<file path="src/rtl/mem_arb_pkg.sv">
// Shared types and constants for the unified-memory port arbiter.
package mem_arb_pkg;

    localparam int unsigned LAT_W = 4;

    localparam logic GNT_IF = 1'b0;
    localparam logic GNT_D  = 1'b1;

    typedef enum logic [1:0] {
        IDLE  = 2'd0,
        ISSUE = 2'd1,
        WAIT  = 2'd2,
        DONE  = 2'd3
    } arb_state_e;

    // Data has priority unless its streak has used up the fetch's patience.
    function automatic logic pick_grant(input logic if_req, input logic d_req,
                                        input logic streak_full);
        if (d_req && (!if_req || !streak_full)) begin
            return GNT_D;
        end
        return GNT_IF;
    endfunction

endpackage

</file>
<file path="src/rtl/mem_lat_timer.sv">
// Loadable down-counter; expire_o is high while the count equals one.
module mem_lat_timer
    import mem_arb_pkg::*;
(
    input  logic             clk,
    input  logic             rst,
    input  logic             load_i,
    input  logic [LAT_W-1:0] load_val_i,
    input  logic             dec_i,
    output logic             expire_o
);

    logic [LAT_W-1:0] cnt_q, cnt_d;
    logic             expire_q, expire_d;

    always_comb begin
        cnt_d    = cnt_q;
        expire_d = expire_q;
        if (load_i) begin
            cnt_d    = load_val_i;
            expire_d = (load_val_i == LAT_W'(1));
        end else if (dec_i && (cnt_q != '0)) begin
            cnt_d    = cnt_q - LAT_W'(1);
            expire_d = (cnt_q == LAT_W'(2));
        end
    end

    always_ff @(posedge clk) begin
        if (rst) begin
            cnt_q    <= '0;
            expire_q <= 1'b0;
        end else begin
            cnt_q    <= cnt_d;
            expire_q <= expire_d;
        end
    end

    assign expire_o = expire_q;

endmodule

</file>
<file path="src/rtl/mem_port_arbiter.sv">
// Shares one single-port memory between instruction fetch and data access,
// one fixed-latency access at a time, with a bounded fetch wait.
module mem_port_arbiter
    import mem_arb_pkg::*;
#(
    parameter int unsigned ADDR_W       = 32,
    parameter int unsigned DATA_W       = 32,
    parameter int unsigned MEM_LAT      = 2,
    parameter int unsigned MAX_D_STREAK = 2
) (
    input  logic              clk,
    input  logic              rst,
    input  logic              if_req,
    input  logic [ADDR_W-1:0] if_addr,
    output logic [DATA_W-1:0] if_rdata,
    output logic              if_ack,
    input  logic              d_req,
    input  logic              d_we,
    input  logic [ADDR_W-1:0] d_addr,
    input  logic [DATA_W-1:0] d_wdata,
    output logic [DATA_W-1:0] d_rdata,
    output logic              d_ack,
    output logic              mem_en,
    output logic              mem_we,
    output logic [ADDR_W-1:0] mem_addr,
    output logic [DATA_W-1:0] mem_wdata,
    input  logic [DATA_W-1:0] mem_rdata
);

    localparam int unsigned STREAK_W = (MAX_D_STREAK < 1) ? 1 : $clog2(MAX_D_STREAK + 1);
    localparam logic [STREAK_W-1:0] STREAK_MAX = STREAK_W'(MAX_D_STREAK);
    localparam logic [LAT_W-1:0]    LAT_LOAD   = LAT_W'(MEM_LAT - 1);

    arb_state_e          state_q, state_d;
    logic                gnt_q, gnt_d;
    logic                d_we_q, d_we_d;
    logic [STREAK_W-1:0] streak_q, streak_d;

    logic                mem_en_q, mem_en_d;
    logic                mem_we_q, mem_we_d;
    logic [ADDR_W-1:0]   mem_addr_q, mem_addr_d;
    logic [DATA_W-1:0]   mem_wdata_q, mem_wdata_d;
    logic [DATA_W-1:0]   if_rdata_q, if_rdata_d;
    logic [DATA_W-1:0]   d_rdata_q, d_rdata_d;
    logic                if_ack_q, if_ack_d;
    logic                d_ack_q, d_ack_d;

    logic                tmr_load, tmr_dec, tmr_expire;
    logic                complete;

    mem_lat_timer u_lat_timer (
        .clk        (clk),
        .rst        (rst),
        .load_i     (tmr_load),
        .load_val_i (LAT_LOAD),
        .dec_i      (tmr_dec),
        .expire_o   (tmr_expire)
    );

    always_comb begin
        state_d     = state_q;
        gnt_d       = gnt_q;
        d_we_d      = d_we_q;
        streak_d    = streak_q;
        mem_en_d    = 1'b0;
        mem_we_d    = 1'b0;
        mem_addr_d  = mem_addr_q;
        mem_wdata_d = mem_wdata_q;
        if_rdata_d  = if_rdata_q;
        d_rdata_d   = d_rdata_q;
        if_ack_d    = 1'b0;
        d_ack_d     = 1'b0;
        tmr_load    = 1'b0;
        tmr_dec     = 1'b0;
        complete    = 1'b0;

        unique case (state_q)
            IDLE: begin
                if (if_req || d_req) begin
                    state_d  = ISSUE;
                    mem_en_d = 1'b1;
                    gnt_d    = pick_grant(if_req, d_req, streak_q == STREAK_MAX);
                    if (gnt_d == GNT_D) begin
                        d_we_d      = d_we;
                        mem_we_d    = d_we;
                        mem_addr_d  = d_addr;
                        mem_wdata_d = d_wdata;
                        // Streak only counts grants that actually made a fetch wait.
                        if (!if_req) begin
                            streak_d = '0;
                        end else if (streak_q < STREAK_MAX) begin
                            streak_d = streak_q + STREAK_W'(1);
                        end
                    end else begin
                        d_we_d     = 1'b0;
                        mem_addr_d = if_addr;
                        streak_d   = '0;
                    end
                end
            end
            ISSUE: begin
                tmr_load = 1'b1;
                if (MEM_LAT == 1) begin
                    state_d  = DONE;
                    complete = 1'b1;
                end else begin
                    state_d = WAIT;
                end
            end
            WAIT: begin
                tmr_dec = 1'b1;
                if (tmr_expire) begin
                    state_d  = DONE;
                    complete = 1'b1;
                end
            end
            DONE: begin
                state_d = IDLE;
            end
            default: begin
                state_d = IDLE;
            end
        endcase

        // Capture read data and raise the granted ack on the edge into DONE.
        if (complete) begin
            if (gnt_q == GNT_IF) begin
                if_rdata_d = mem_rdata;
                if_ack_d   = 1'b1;
            end else begin
                d_ack_d = 1'b1;
                if (!d_we_q) begin
                    d_rdata_d = mem_rdata;
                end
            end
        end
    end

    always_ff @(posedge clk) begin
        if (rst) begin
            state_q     <= IDLE;
            gnt_q       <= GNT_IF;
            d_we_q      <= 1'b0;
            streak_q    <= '0;
            mem_en_q    <= 1'b0;
            mem_we_q    <= 1'b0;
            mem_addr_q  <= '0;
            mem_wdata_q <= '0;
            if_rdata_q  <= '0;
            d_rdata_q   <= '0;
            if_ack_q    <= 1'b0;
            d_ack_q     <= 1'b0;
        end else begin
            state_q     <= state_d;
            gnt_q       <= gnt_d;
            d_we_q      <= d_we_d;
            streak_q    <= streak_d;
            mem_en_q    <= mem_en_d;
            mem_we_q    <= mem_we_d;
            mem_addr_q  <= mem_addr_d;
            mem_wdata_q <= mem_wdata_d;
            if_rdata_q  <= if_rdata_d;
            d_rdata_q   <= d_rdata_d;
            if_ack_q    <= if_ack_d;
            d_ack_q     <= d_ack_d;
        end
    end

    assign mem_en    = mem_en_q;
    assign mem_we    = mem_we_q;
    assign mem_addr  = mem_addr_q;
    assign mem_wdata = mem_wdata_q;
    assign if_rdata  = if_rdata_q;
    assign d_rdata   = d_rdata_q;
    assign if_ack    = if_ack_q;
    assign d_ack     = d_ack_q;

endmodule

</file>
<file path="config.mk">
export PLATFORM = sky130hd
export DESIGN_NAME = mem_port_arbiter
export DESIGN_NICKNAME = d
export VERILOG_FILES = /design/src/rtl/mem_arb_pkg.sv /design/src/rtl/mem_lat_timer.sv /design/src/rtl/mem_port_arbiter.sv
export SDC_FILE = /design/constraint.sdc
export NUM_CORES = 1
export LEC_CHECK = 0
export ABC_AREA = 1
export BUFFER_PORTS_ARGS = -buffer_cell sky130_fd_sc_hd__buf_2
export CAP_MARGIN = 20
export CORE_ASPECT_RATIO = 1.75
export CORE_UTILIZATION = 35
export CTS_CLUSTER_DIAMETER = 50
export DETAILED_ROUTE_END_ITERATION = 10
export GPL_TIMING_DRIVEN = 0
export HOLD_SLACK_MARGIN = 0.02
export SLEW_MARGIN = 10
export SYNTH_ARGS = -nofsm -noshare
export SYNTH_HDL_FRONTEND = slang
export SYNTH_SLANG_ARGS = --single-unit
</file>
<file path="constraint.sdc">
create_clock -name clk -period 4.8 [get_ports clk]
set_clock_uncertainty 0.15 [all_clocks]
set_input_delay 1.2 -clock clk [delete_from_list [all_inputs] [get_ports clk]]
set_output_delay 1.2 -clock clk [all_outputs]
set_load 0.01 [all_outputs]
</file>
# Word level (Yosys, flattened, before mapping)
# Index checks and enable logic that the tools add are counted.
# word_totals
regBits,143
input_bits,133
out_inout_bits,132
word_cells,76
# classes
n_eq_ne,8
n_bitwise,5
n_mux,26
add_sub_neg,2
reduce_logical,19
n_lt_le_gt_ge,1
# ops
cell,n
2-to-1 mux 32 bit,1
2-to-1 mux 1 bit,19
2-to-1 mux 2 bit,5
AND reduction 3 bit,3
case mux 2 bit (4 select lines),1
== test 2 bit (second input constant),3
AND reduction 2 bit,3
OR reduction 2 bit,3
NOT 1 bit,5
== test 4 x 2 -> 1 bit (second input constant),1
nonzero test 4 bit,1
subtractor 4 x 1 -> 4 bit (second input constant),1
!= test 3 x 2 -> 1 bit (second input constant),1
OR reduction 3 bit,1
adder 2 x 1 -> 2 bit (second input constant),1
== test 2 x 1 -> 1 bit (second input constant),1
logical AND 1 bit,2
zero test 1 bit,2
zero test 2 bit,1
logical OR 1 bit,2
less-than comparator 2 bit (second input constant),1
!= test 2 x 1 -> 1 bit (second input constant),1
!= test 2 bit (second input constant),1
nonzero test 2 bit,1

# Depth between registers and ports, before layout
# depth
ltp_word,12
depth_mapped,11
mapped_depth_nobuf,9

# Hierarchy
# Synthesis repeated with hierarchy kept, for this count alone.
# hier_totals
cells_unflattened,799
hier_area_um2,5949.5
# by_module_without_submodules
module,area_per_inst_um2,seq_area_each_um2,instances,cells_per_inst
mem_port_arbiter,5607.9,2762.6,1,743
mem_lat_timer,341.6,100.1,1,56

# Least setup slack after synthesis
# Ideal clock, no wire load.
# synth_timing
path_kind,input to register
startpoint,input d_req
endpoint,register mem_addr_q[0] (netlist: mem_addr[0])
required_time_ns,4.531
slack_ns,2.605
path_buffers,2
stages,6
setup_time_ns,0.119
arrival_ns,1.925
cell_sequence,o21ai_2 > inv_2 > buf_6 > buf_4 > o21ai_0 > a21oi_1
# synth_between
elab_chain_cells,8
word_cells_on_any_way,10
cone_classes,mux: 7; reduce/logical: 3
# synth_lines
element,line,source
start: declaration,mem_port_arbiter.sv:17,"input logic d_req,"
logical AND 1 bit,mem_arb_pkg.sv:19,if (d_req && (!if_req || !streak_full)) begin
2-to-1 mux 1 bit,mem_arb_pkg.sv:19,
2-to-1 mux 1 bit,mem_port_arbiter.sv:79,if (if_req || d_req) begin
2-to-1 mux 1 bit,mem_port_arbiter.sv:77,unique case (state_q)
2-to-1 mux 1 bit,mem_arb_pkg.sv:22,return GNT_IF;
2-to-1 mux 1 bit,mem_port_arbiter.sv:79,
2-to-1 mux 1 bit,mem_port_arbiter.sv:77,
2-to-1 mux 32 bit,mem_port_arbiter.sv:83,if (gnt_d == GNT_D) begin
end signal: assignment,mem_port_arbiter.sv:160,mem_addr_q <= mem_addr_d;
end: declaration,mem_port_arbiter.sv:41,"logic [ADDR_W-1:0] mem_addr_q, mem_addr_d;"
# Parallel ways exist; a longest one is shown, timed or not. The select of a mux whose other input is x is not followed.
# A chain may end at the register's enable or synchronous reset.

==> flow_metrics.py <==
metrics = {
    "sta": {
        "rsz0062_at_grt": "no",
        "finalCriticalPeriod_ns": 2.31,
        "min_period_over_period": 0.481,
        "worst_slew_pin_slew_ns": 0.605,
        "fmax_ghz": 0.433,
        "relSlewSlack": 0.597,
        "fin_setup_tns_ns": 0,
        "hold-worst-slack_ns": 0.305,
        "setup_violations": 0,
        "drv_slew": 0,
        "hold_viol": 0,
    },
    "status": {
        "violations": "DRC",
        "status": "complete, but fails checks",
    },
    "worst_setup_path": {
        "reg2reg_slack_ns": 2.91,
        "reg2regPathDepth": 8,
        "end_kind": "flop",
        "cp_max_fo": 10,
        "r2r-end": "d_rdata[2]",
        "r2r-start": "state_q[0]",
        "crit_top_cell": "buf_2",
        "crit_slowest_cell": "clkbuf_1",
        "cp.required_ns": 5.00,
        "setup.worst_path.start": "rst",
        "start_kind": "input port",
        "cp_cell_sequence": "buf_2 -> inv_1 -> buf_2 -> clkbuf_1 -> o21ai_0 -> a21oi_1",
        "crit_type": "in -> reg",
        "critPathMaxStageDelay_ns": 0.51,
        "worstPathArrival_ns": 2.51,
        "crit_path_end": "mem_addr[30]",
    },
    "finish": {
        "fin_util": 0.493,
        "num-fill-cells": 1665,
        "antenna_cells": 0,
        "drive_above_1_share": 0.315,
        "nets": 1191,
        "syn_to_final_growth_pct": 38.3,
    },
    "route": {
        "vias": 5877,
        "wire_per_inst_um": 14.0,
        "ant_nets": 0,
        "drc": 20,
        "avgViaCountPerCell": 4.69,
        "drt_iter0_drc": 163,
        "dr.pass1.iters": 8,
        "wl_um": 17500,
    },
    "placement": {
        "numPortBuffers": 264,
        "dpl.hpwl_um": 13200,
        "place_congestion": 0.785,
    },
    "worst_hold_path": {
        "hp-class": "reg -> reg",
    },
    "synthesis": {
        "yosys_warnings": 0,
        "yosys_most_used_dff": "dfxtp_1",
        "syn_area_mm2": 0.00563,
        "synth-async-reset-ratio": 0,
        "synth.top_cell.area_share": 0.508,
        "yosysSeqAreaShare": 0.508,
        "syn_inst": 767,
        "syn-num-nets": 908,
        "synth_most_common_cell": "nand2_1",
        "synth_largest_area_cell": "dfxtp_1",
        "synth_common_cells": "nand2_1, nor2_1, dfxtp_1, o21ai_0, a21oi_1",
        "synthTopCellsByArea": "dfxtp_1, nand2_1, nor2_1, o21ai_0, a21oi_1",
        "synth.distinct_cells": 23,
        "avgSynthCellArea_um2": 7.34,
        "synth_edf_count": 0,
        "ys_ff_latch": 143,
    },
    "clocking": {
        "clk_pin_slew_ns": 0.06,
        "clock_sinks": 143,
        "ctsRootBufferMaster": "clkbuf_16",
        "clockBufferDepth": 2,
        "cts_tree": "done",
        "worstSkewPairLatency_ns": 0.42,
        "hold_buffers": 0,
        "cts-resized-gates": 0,
        "postCtsSetupBuffers": 0,
        "numCtsBuffers": 17,
        "h-tree-depth": 4,
    },
    "pwr": {
        "power_mw": 4.00,
        "worst_ir_drop_vdd_uv": 221,
        "p_leak_nw": 4.15,
        "p_per_area_mw_per_mm2": 513,
    },
    "global_routing": {
        "grt_pass1_wl_um": 27700,
        "grt_max_degree": 17,
        "grt_usage": 0.211,
        "grt_overflow_total": 0,
        "antenna_found_initial": 0,
        "grt_pass1_vias": 5588,
    },
    "floorplan": {
        "die_h_um": 170,
        "placeableCoreArea_mm2": 0.0158,
        "start_util": 0.356,
        "die_area_mm2": 0.0166,
        "die_w_um": 97.9,
        "ios": 265,
        "std_cell_rows": 61,
    },
    "flow_run": {
        "cap_viol_max_count": 0,
    },
}
[kinds of logic after synthesis]
| kind of cell | after synthesis | synth area share |
|---|---|---|
| buffers and inverters | 101 | 0.0780 |
| DFF | 143 | 0.508 |
| adders and majority gates | 8 | 0.0178 |
| xor gates and xnor gates | 1 | 0.00156 |
| and+or+nand+nor | 342 | 0.240 |
| AOI/OAI and AO/OA | 172 | 0.154 |
[stage by stage]
| step | worst slack, ns | area (um2) | std cells |
|---|---|---|---|
| 3_5_place_dp | 2.06 | 7190 | 1220 |
| 6_report | 2.49 | 7790 | 1252 |
| 4_1_cts | 2.50 | 7790 | 1252 |
| 3_3_place_gp | 2.07 | 7190 | 1220 |
| 5_1_grt | 2.29 | 7790 | 1252 |
| 2_1_floorplan | 2.61 | 5630 | 767 |
[per-layer routing]
layer	global-route usage	routed length [um]
met2	0.379	8840
met4	0.0995	557
met5	0	0
met1	0.226	6780
met3	0.0614	1310
[cell type report]
type	count	area, um2	area share
Sequential cell	143	2860	0.367
Inverter	50	188	0.0241
Tap cell	189	236	0.0304
Timing Repair Buffer	264	1320	0.170
Buffer	51	251	0.0323
Multi-Input combinational cell	523	2330	0.299
Clock inverter	15	175	0.0225
Clock buffer	17	425	0.0546
[power breakdown]
part           internal (mW)  total [mW]  switching [mW]
combinational          0.426        1.13           0.704
clock                  0.785        1.35           0.563
sequential              1.41        1.52           0.108
total                   2.62        4.00            1.37
[worst min path at each step]
stage	from	endpoint	slack [ns]	cells after the start
3_3_place_gp	mem_wdata[10]	mem_wdata[10]	0.30	2
4_1_cts	mem_wdata[2]	mem_wdata[2]	0.31	2
2_1_floorplan	gnt_q	gnt_q	0.32	2
6_report	mem_wdata[2]	mem_wdata[2]	0.31	2
3_5_place_dp	mem_wdata[2]	mem_wdata[2]	0.30	2
5_1_grt	mem_wdata[11]	mem_wdata[11]	0.32	2
[cells in the final DEF (no fill, tap or decap), drive strengths merged, types with 3 or more instances in the layout]
| cell type | instances |
|---|---|
| nand2 | 158 |
| clkbuf | 34 |
| ha | 8 |
| clkinv | 3 |
| nor2 | 146 |
| nand3 | 35 |
| buf | 298 |
| o21ai | 100 |
| inv | 58 |
| dfxtp | 143 |
| a21oi | 71 |
[critical path, delay by kind of cell]
family / cells / cell delay, ns
AO/OA/AOI/OAI: 2 / 0.31
buffers and inverters: 4 / 1.00
[sequential cells by signal, summed over array words and instances (netlist names)]
signal	cells
d_rdata	32
if_rdata	32
mem_addr	32
mem_wdata	32
u_lat_timer.cnt_q	4
state_q	2
streak_q	2
d_ack	1
d_we_q	1
gnt_q	1
if_ack	1
mem_en	1
mem_we	1
u_lat_timer.expire_o	1
Power figures use the tool's default switching activity.
